## src/rtl/uart_fifo_port.sv

```systemverilog
// Buffered TramelBlaze UART port: TX/RX FIFOs, autonomous TX drain, RX capture with error flags,
// status/ctrl registers and a maskable interrupt. Optional RX threshold register: UART_RX_THRESH_EN.
module uart_fifo_port #(
    parameter logic [15:0] BASE  = 16'h0000,
    parameter int          DEPTH = 16
) (
    input  logic        clk,
    input  logic        rst_out,
    input  logic [15:0] port_id,
    input  logic [15:0] out_port,
    input  logic        write_strobe,
    input  logic        read_strobe,
    input  logic        interrupt_ack,
    output logic [15:0] in_port,
    output logic        interrupt,
    output logic        tx_load,
    output logic [7:0]  tx_data,
    input  logic        TxRdy,
    input  logic        RxRdy,
    input  logic [7:0]  rx_data,
    input  logic        perr,
    input  logic        ferr,
    output logic        rx_clear
);

    localparam int AW      = $clog2(DEPTH);
    localparam int DEPTH_I = DEPTH;
    localparam int ONE_I   = 1;
    localparam int HALF_I  = DEPTH / 2;
    localparam logic [AW:0]   CNT_FULL = DEPTH_I[AW:0];
    localparam logic [AW:0]   CNT_ONE  = ONE_I[AW:0];
    localparam logic [AW-1:0] PTR_ONE  = ONE_I[AW-1:0];
`ifdef UART_RX_THRESH_EN
    localparam logic [3:0]    CTRL_MASK   = 4'b1111;
    localparam logic [AW:0]   THRESH_INIT = HALF_I[AW:0];
`else
    localparam logic [3:0]    CTRL_MASK   = 4'b0111;
`endif

    typedef enum logic [1:0] {
        TX_IDLE,
        TX_LOAD,
        TX_BUSY,
        TX_DONE
    } tx_state_t;

    // Address decode: offset wraps, so anything outside BASE..BASE+3 has nonzero upper bits
    logic [15:0] offset;
    logic        sel;
    logic        wr0, wr1, wr2, rd0;
    assign offset = port_id - BASE;
    assign sel    = (offset[15:2] == 14'd0);
    assign wr0    = write_strobe & sel & (offset[1:0] == 2'd0);
    assign wr1    = write_strobe & sel & (offset[1:0] == 2'd1);
    assign wr2    = write_strobe & sel & (offset[1:0] == 2'd2);
    assign rd0    = read_strobe  & sel & (offset[1:0] == 2'd0);

    logic [7:0]    tx_mem [DEPTH];
    logic [9:0]    rx_mem [DEPTH];

    tx_state_t     tx_state_q, tx_state_d;
    logic [AW-1:0] tx_wptr_q, tx_wptr_d, tx_rptr_q, tx_rptr_d;
    logic [AW:0]   tx_count_q, tx_count_d;
    logic [7:0]    tx_data_q, tx_data_d;
    logic [AW-1:0] rx_wptr_q, rx_wptr_d, rx_rptr_q, rx_rptr_d;
    logic [AW:0]   rx_count_q, rx_count_d;
    logic          rxrdy_q, rxrdy_d;
    logic          rx_clear_q, rx_clear_d;
    logic          rx_ovr_q, rx_ovr_d, tx_ovr_q, tx_ovr_d;
    logic [3:0]    ctrl_q, ctrl_d;
    logic          cond_q, cond_d;
    logic          irq_q, irq_d;
`ifdef UART_RX_THRESH_EN
    logic          wr3;
    logic [AW:0]   thresh_q, thresh_d;
    assign wr3 = write_strobe & sel & (offset[1:0] == 2'd3);
`endif

    logic tx_push, tx_pop, tx_full, tx_empty;
    logic rx_rise, rx_push, rx_pop, rx_full, rx_nempty;
    logic [9:0] rx_head;

    // Full test uses the pre-drain count, so a push racing a drain pop on a full FIFO is dropped
    assign tx_full  = (tx_count_q == CNT_FULL);
    assign tx_push  = wr0 & ~tx_full;
    assign tx_pop   = (tx_state_q == TX_IDLE) && (tx_count_q != '0) && TxRdy;
    assign tx_empty = (tx_count_q == '0) && (tx_state_q == TX_IDLE);

    assign rx_full   = (rx_count_q == CNT_FULL);
    assign rx_nempty = (rx_count_q != '0);
    assign rx_rise   = RxRdy & ~rxrdy_q;
    assign rx_push   = rx_rise & ~rx_full;
    assign rx_pop    = rd0 & rx_nempty;
    assign rx_head   = rx_nempty ? rx_mem[rx_rptr_q] : 10'd0;

    always_comb begin
        tx_state_d = tx_state_q;
        tx_data_d  = tx_data_q;
        case (tx_state_q)
            TX_IDLE: begin
                if (tx_pop) begin
                    tx_data_d  = tx_mem[tx_rptr_q];
                    tx_state_d = TX_LOAD;
                end
            end
            TX_LOAD: tx_state_d = TX_BUSY;
            TX_BUSY: if (!TxRdy) tx_state_d = TX_DONE;
            TX_DONE: if (TxRdy) tx_state_d = TX_IDLE;
            default: tx_state_d = TX_IDLE;
        endcase
    end

    always_comb begin
        tx_wptr_d  = tx_push ? tx_wptr_q + PTR_ONE : tx_wptr_q;
        tx_rptr_d  = tx_pop  ? tx_rptr_q + PTR_ONE : tx_rptr_q;
        tx_count_d = tx_count_q;
        if (tx_push && !tx_pop) tx_count_d = tx_count_q + CNT_ONE;
        else if (!tx_push && tx_pop) tx_count_d = tx_count_q - CNT_ONE;

        rx_wptr_d  = rx_push ? rx_wptr_q + PTR_ONE : rx_wptr_q;
        rx_rptr_d  = rx_pop  ? rx_rptr_q + PTR_ONE : rx_rptr_q;
        rx_count_d = rx_count_q;
        if (rx_push && !rx_pop) rx_count_d = rx_count_q + CNT_ONE;
        else if (!rx_push && rx_pop) rx_count_d = rx_count_q - CNT_ONE;

        rxrdy_d    = RxRdy;
        rx_clear_d = rx_rise;
    end

    // Stickies: a new error in the same cycle as its write-1-clear survives
    always_comb begin
        rx_ovr_d = (rx_ovr_q & ~(wr1 & out_port[4])) | (rx_rise & rx_full);
        tx_ovr_d = (tx_ovr_q & ~(wr1 & out_port[5])) | (wr0 & tx_full);
        ctrl_d   = wr2 ? (out_port[3:0] & CTRL_MASK) : ctrl_q;
`ifdef UART_RX_THRESH_EN
        thresh_d = wr3 ? out_port[AW:0] : thresh_q;
`endif
    end

    always_comb begin
        cond_d = (ctrl_q[0] & rx_nempty)
               | (ctrl_q[1] & tx_empty)
               | (ctrl_q[2] & (rx_ovr_q | tx_ovr_q));
`ifdef UART_RX_THRESH_EN
        cond_d = cond_d | (ctrl_q[3] & (rx_count_q >= thresh_q));
`endif
        irq_d = irq_q;
        if (cond_d && !cond_q) irq_d = 1'b1;
        else if (interrupt_ack) irq_d = 1'b0;
    end

    always_ff @(posedge clk or posedge rst_out) begin
        if (rst_out) begin
            tx_state_q <= TX_IDLE;
            tx_wptr_q  <= '0;
            tx_rptr_q  <= '0;
            tx_count_q <= '0;
            tx_data_q  <= '0;
            rx_wptr_q  <= '0;
            rx_rptr_q  <= '0;
            rx_count_q <= '0;
            rxrdy_q    <= 1'b0;
            rx_clear_q <= 1'b0;
            rx_ovr_q   <= 1'b0;
            tx_ovr_q   <= 1'b0;
            ctrl_q     <= '0;
            cond_q     <= 1'b0;
            irq_q      <= 1'b0;
`ifdef UART_RX_THRESH_EN
            thresh_q   <= THRESH_INIT;
`endif
        end else begin
            tx_state_q <= tx_state_d;
            tx_wptr_q  <= tx_wptr_d;
            tx_rptr_q  <= tx_rptr_d;
            tx_count_q <= tx_count_d;
            tx_data_q  <= tx_data_d;
            rx_wptr_q  <= rx_wptr_d;
            rx_rptr_q  <= rx_rptr_d;
            rx_count_q <= rx_count_d;
            rxrdy_q    <= rxrdy_d;
            rx_clear_q <= rx_clear_d;
            rx_ovr_q   <= rx_ovr_d;
            tx_ovr_q   <= tx_ovr_d;
            ctrl_q     <= ctrl_d;
            cond_q     <= cond_d;
            irq_q      <= irq_d;
`ifdef UART_RX_THRESH_EN
            thresh_q   <= thresh_d;
`endif
        end
    end

    // Storage arrays carry no reset; validity is tracked by the pointers and counts
    always_ff @(posedge clk) begin
        if (tx_push) tx_mem[tx_wptr_q] <= out_port[7:0];
        if (rx_push) rx_mem[rx_wptr_q] <= {ferr, perr, rx_data};
    end

    logic [8:0]  rx_count_ext;
    logic [15:0] status;
    logic [15:0] thresh_rd;
    logic        unused_bits;
    assign rx_count_ext = 9'(rx_count_q);
    assign status = {rx_count_ext[7:0], rx_full, tx_empty, tx_ovr_q, rx_ovr_q,
                     rx_head[9], rx_head[8], ~tx_full, rx_nempty};
    assign unused_bits = ^{out_port[15:8], rx_count_ext[8]};

    always_comb begin
        thresh_rd = '0;
`ifdef UART_RX_THRESH_EN
        thresh_rd[AW:0] = thresh_q;
`endif
        in_port = '0;
        if (sel) begin
            case (offset[1:0])
                2'd0:    in_port = {8'h00, rx_head[7:0]};
                2'd1:    in_port = status;
                2'd2:    in_port = {12'h000, ctrl_q};
                default: in_port = thresh_rd;
            endcase
        end
    end

    assign interrupt = irq_q;
    assign tx_load   = (tx_state_q == TX_LOAD);
    assign tx_data   = tx_data_q;
    assign rx_clear  = rx_clear_q;

endmodule
```

## config.mk

```make
export PLATFORM = sky130hd
export DESIGN_NAME = uart_fifo_port
export DESIGN_NICKNAME = d
export VERILOG_FILES = /design/src/rtl/uart_fifo_port.sv
export SDC_FILE = /design/constraint.sdc
export NUM_CORES = 1
export LEC_CHECK = 0
export ABC_AREA = 1
export CORE_ASPECT_RATIO = 1.2
export CORE_UTILIZATION = 54
export DETAILED_ROUTE_END_ITERATION = 6
export PLACE_DENSITY = 0.76
export SETUP_SLACK_MARGIN = 0.1
export SYNTH_ARGS = -nofsm -noshare
export SYNTH_HDL_FRONTEND = slang
export SYNTH_SLANG_ARGS = --single-unit
```

## constraint.sdc

```tcl
create_clock -name clk -period 2.3 [get_ports clk]
set_input_delay 0.46 -clock clk [delete_from_list [all_inputs] [get_ports clk]]
set_output_delay 0.46 -clock clk [all_outputs]
set_load 0.02 [all_outputs]
```

; ---- After elaboration in Yosys (flattened, before gate mapping)
; Memories as Yosys holds them, arrays and structs flattened. A register that Yosys moved wholly into a read port is not among the register bits.
; Cells that the tools add are included.
[word_totals]
regBits = 37
latch_bits = 0
mem_bits_rw = 288
rom_bits = 0
inputBits = 49
out_inout_bits = 27
elab_cells = 104
memories = 2
[memory_table]
columns = name, words, width, rd, rd_ports_with_merged_regs, wr, line_no
row1 = rx_mem, 16, 10, 1, 0, 1, 59  ; logic [9:0] rx_mem [DEPTH];
row2 = tx_mem, 16, 8, 1, 1, 1, 58  ; logic [7:0] tx_mem [DEPTH];
[op_classes]
n_addsub = 8
multipliers = 0
div = 0
order_cmp = 0
n_eq_ne = 10
shifts = 0
n_mux = 17
n_bitwise = 29
reduce_logical = 24
[op_table]
columns = operator, n
row1 = 13-bit one-hot mux with 3 select lines, 1
row2 = 5-bit 2-to-1 mux, 4
row3 = 1-bit AND, 19
row4 = 4-bit by 1-bit adder with 4-bit output (second input constant), 4
row5 = 14-bit zero test, 1
row6 = 13-bit 2-to-1 mux, 1
row7 = 5-bit by 1-bit adder with 5-bit output (second input constant), 2
row8 = 5-bit == test (second input constant), 2
row9 = 10-bit 2-to-1 mux, 1
row10 = 5-bit nonzero test, 2
row11 = 5-bit by 1-bit subtractor with 5-bit output (second input constant), 2
row12 = 1-bit logical AND, 8
row13 = 2-bit one-hot mux with 4 select lines, 1
row14 = 2-bit == test (second input constant), 3
row15 = 1-bit 2-to-1 mux, 6
row16 = 2-bit 2-to-1 mux, 3
row17 = 2-bit != test (second input constant), 3
row18 = 2-bit nonzero test, 3
row19 = 1-bit zero test, 5
row20 = 5-bit zero test, 1
row21 = 1-bit NOT, 5
row22 = 1-bit OR, 5
row23 = 2-bit by 1-bit == test with 1-bit output (second input constant), 2
row24 = 2-bit zero test, 2
row25 = other kinds (2), 2

; ---- Logic depth before layout (Yosys ltp)
[depth]
depth_word = 8
depth_mapped = 17
ltp_nobuf = 17

; ---- Least setup slack after synthesis
; OpenSTA, ideal clock, no wires.
[synth_timing]
kind = input to register
start = input port_id[3]
end = register tx_count_q[4]
setup_ns = 0.125
arrival_ns = 2.606
required_time_ns = 2.175
slack_ns = -0.431
cell_stages = 16
n_path_buf = 0
path_cell_list = or2_1 nor3_2 nand2_2 nor3_4 nand2_4 clkinv_4 ha_1 inv_1 fa_1 a21oi_1 nor2_1 nor2_1 nand2_1 nand2_1 nor2_1 xor2_1
[synth_between]
elab_chain_cells = 7
elab_cells_between_ends = 9
cone_classes = mux: 1 / bitwise: 3 / reduce/logical: 5
[synth_lines]
columns = element, line_no
row1 = start: declaration, 9  ; input logic [15:0] port_id,
row2 = 14-bit zero test (*), 52  ; assign sel = (offset[15:2] == 14'd0);
row3 = 1-bit AND (*) (2 in series), 53  ; assign wr0 = write_strobe & sel & (offset[1:0] == 2'd0);
row4 = 1-bit AND (*), 85  ; assign tx_push = wr0 & ~tx_full;
row5 = net tx_push, 79  ; logic tx_push, tx_pop, tx_full, tx_empty;
row6 = 1-bit zero test, 118  ; else if (!tx_push && tx_pop) tx_count_d = tx_count_q - CNT_ONE;
row7 = 1-bit logical AND, 118
row8 = 2-bit nonzero test (no line), -
row9 = end signal: assignment, 176  ; tx_count_q <= tx_count_d;
row10 = end: declaration, 63  ; logic [AW:0] tx_count_q, tx_count_d;
; The timed path passes the listed nets; every way through them passes the cells marked *.
; A chain may end at the register's enable or synchronous reset.

; ---- Worst setup path in the final report
[layout_timing]
start = register rx_rptr_q[0]
end = output in_port[5]
[layout_between]
elab_chain_cells = 4
[layout_lines]
columns = element, line_no
row1 = start: declaration, 65  ; logic [AW-1:0] rx_wptr_q, rx_wptr_d, rx_rptr_q, rx_rptr_d;
row2 = start signal: assignment, 179  ; rx_rptr_q <= rx_rptr_d;
row3 = memory read 16 x 10 bit, -
row4 = 10-bit 2-to-1 mux, 94  ; assign rx_head = rx_nempty ? rx_mem[rx_rptr_q] : 10'd0;
row5 = 13-bit one-hot mux with 3 select lines, 216  ; case (offset[1:0])
row6 = 13-bit 2-to-1 mux, 215  ; if (sel) begin
row7 = end: declaration, 14  ; output logic [15:0] in_port,
; Every way passes these cells.

==> impl_metrics.ini <==
[status]
outcome = finished with violations
failed_checks = negative setup slack

[cells_and_area]
seq_area_mm2 = 0.00978
drive_gt1_share_pct = 22.4
nNetsFinal = 1535
multi_input_area_mm2 = 0.00436
layout_common_cells = edfxtp_1, nor2_1, nand2_1, buf_4, o21ai_0
final_area_mm2 = 0.0181
mostFrequentLayoutCell = edfxtp_1
insertedDiodeCount = 0
synthToLayoutAreaGrowth_pct = 27.0
fill_cells = 1619

[yosys]
syn_inst = 1269
synthTopCellsByArea = edfxtp_1, dfrtp_1, nor2_1
ys_types = 35
synth_warnings = 0
synth_area_mm2 = 0.0142
yosysTopAreaCell = edfxtp_1
yosysSeqAreaShare_pct = 68.7
synth_top_area_share_pct = 60.8
synth-seq-cells = 333
post_synth.cell_area_avg_um2 = 11.2

[sta]
period_minus_slack_ns = 2.89
setup_viol = 10
setup_ws_ns = -0.594
hold_violations = 0
rsz0062_at_grt = true
worst_pin_slew_ns = 0.703
fmax_mhz = 346
fin_crit_sh_pct = 126
slew_headroom_pct = 53.0
fin_tns_setup_ns = -4.00
finClkSkew_ns = 0.0162
maxSlewViolCount = 0

[place]
numPortBuffers = 64
gp_congestion = 0.866
dpl.hpwl_um = 21500
placed_area_mm2 = 0.0160

[grt]
met1_usage_pct = 32.0
grt_overflow = 0
grt.met3_usage_pct = 3.81
grt_use_met2_pct = 48.9
grt_pass1_vias = 10600
grt_busiest_layer = met2
track_usage_pct = 27.1
antenna_found_initial = 1
grt_pass1_wl_um = 55800
grt_max_degree = 68

[clock_tree]
cts.sinks = 333
clockBufferDepth = 3
h-tree-depth = 2
cts_tree = done
cts_inserted_buffers = 34
hold_buffers = 0
cts.clk_slew.worst_paths_ns = 0.06
insertion_delay_ns = 0.51
root_buffer = clkbuf_16

[critical_path]
crit_type = reg2out
r2r_slack_ns = -0.10
cp_max_fo = 12
critical_path.endpoint_type = primary output
start_kind = register
cp.arrival_ns = 2.43
r2r_end = rx_count_q[4]
r2r_start = rx_count_q[1]
ff2ff_path_depth = 15
crit_required_ns = 1.84

[die]
num_rows = 64
start_util_pct = 55.3
core_mm2 = 0.0257
dieArea_mm2 = 0.0270
die_height_um = 180
num_io_pins = 76
die_x_um = 150

[route]
first_iter_violations = 996
wl_um = 36900
ant_nets = 0
vias_per_cell = 5.82
vias = 10600
first_pass_iters = 5
drc = 0
wire_per_inst_um = 20.3

[pwr]
peakVddDrop_uv = 730
p_leak_uw = 0.00697
power.density_mw_per_mm2 = 918
finalPower_uw = 16600

[worst_hold_path]
min_path_type = in2async

[run]
maxCapViolCount = 0
state kept, by name, summed over array words and instances (netlist names), 2 cells and up:
name	count
rx_rptr_q	4
rx_count_q	5
tx_rptr_q	4
tx_mem	128
ctrl_q	3
tx_state_q	2
rx_mem	160
tx_data	8
rx_wptr_q	4
tx_wptr_q	4
tx_count_q	5
layer usage:
metal  part of all wire (%)  routed length (um)
met1                     35               13000
met2                     54               19900
met3                    7.0                2590
met4                    3.8                1400
met5                  0.038                  14
report_power, final:
part	leakage (uW)	switching [uW]	total, uW	internal (uW)
clock network	0.000514	2200	5390	3190
logic	0.00331	2500	3970	1470
registers	0.00314	253	7210	6960
cell type report:
class | count | area share (%)
Clock inverter | 9 | 0.707
Tap cell | 330 | 2.29
Inverter | 71 | 1.67
Multi-Input combinational cell | 804 | 24.1
Sequential cell | 333 | 54.2
Timing Repair Buffer | 217 | 11.8
Clock buffer | 51 | 5.24
through the flow:
step,cells,util [%],hold slack [ns],setup slack [ns]
3_5_place_dp,1716,62.3,0.463,-0.788
4_1_cts,1802,68.7,0.307,-0.478
3_3_place_gp,1716,62.3,0.459,-0.733
2_1_floorplan,1271,-,0.399,-0.352
6_report,1815,70.2,0.315,-0.594
5_1_grt,1815,70.2,0.360,-0.718
critical path, stage by stage (launching register included):
cell and delay, ns:
dfrtp_4 0.52, buf_4 0.19, buf_12 0.14, nor2_1 0.06, nor2_1 0.14, o21ai_0 0.11
nand3_1 0.15, nand3_1 0.12, nand2_1 0.10, nand2_1 0.08, a21oi_2 0.13, buf_4 0.16
synth_stat cells:
master / n
a21oi_1: 20
a22oi_1: 2
and3_1: 1
buf_1: 6
buf_2: 27
buf_4: 4
clkbuf_1: 26
clkinv_1: 2
clkinv_4: 1
conb_1: 1
dfrtp_1: 45
edfxtp_1: 288
fa_1: 2
ha_1: 23
inv_1: 65
inv_2: 3
mux2i_1: 1
nand2_1: 203
nand2_2: 2
nand2_4: 4
nand3_1: 103
nand4_1: 3
nor2_1: 236
nor3_1: 7
nor3_2: 1
nor3_4: 1
nor4_1: 1
o211ai_1: 38
o21ai_0: 126
o21ai_1: 7
or2_0: 1
or2_1: 1
or2_2: 2
xnor2_1: 3
xor2_1: 13
logic make-up after synthesis:
| kind of cell | share of synthesized area (%) |
|---|---|
| xor gates and xnor gates | 0.986 |
| buffers and inverters | 3.92 |
| and+or+nand+nor | 16.4 |
| muxes | 0.0704 |
| adders and majority gates | 2.31 |
| AOI/OAI and AO/OA | 7.50 |
| DFF | 68.7 |
| other | 0.0264 |
how the worst max path moves through the flow:
stage / start / endpoint / cells after the start
6_report: rx_rptr_q[0] / in_port[5] / 11
5_1_grt: rx_rptr_q[0] / in_port[5] / 11
4_1_cts: rx_rptr_q[0] / in_port[3] / 13
3_5_place_dp: port_id[5] / tx_count_q[3] / 18
3_3_place_gp: port_id[5] / tx_count_q[4] / 17
2_1_floorplan: port_id[5] / tx_count_q[4] / 16
timing repair:
action	4_1_cts	5_1_grt
setup endpoints to repair	36	14
pin swaps	37	41
gates resized for setup	181	76
buffers inserted	20	11
cloned	6	3
Note: power is estimated with default switching activity, not from simulation.
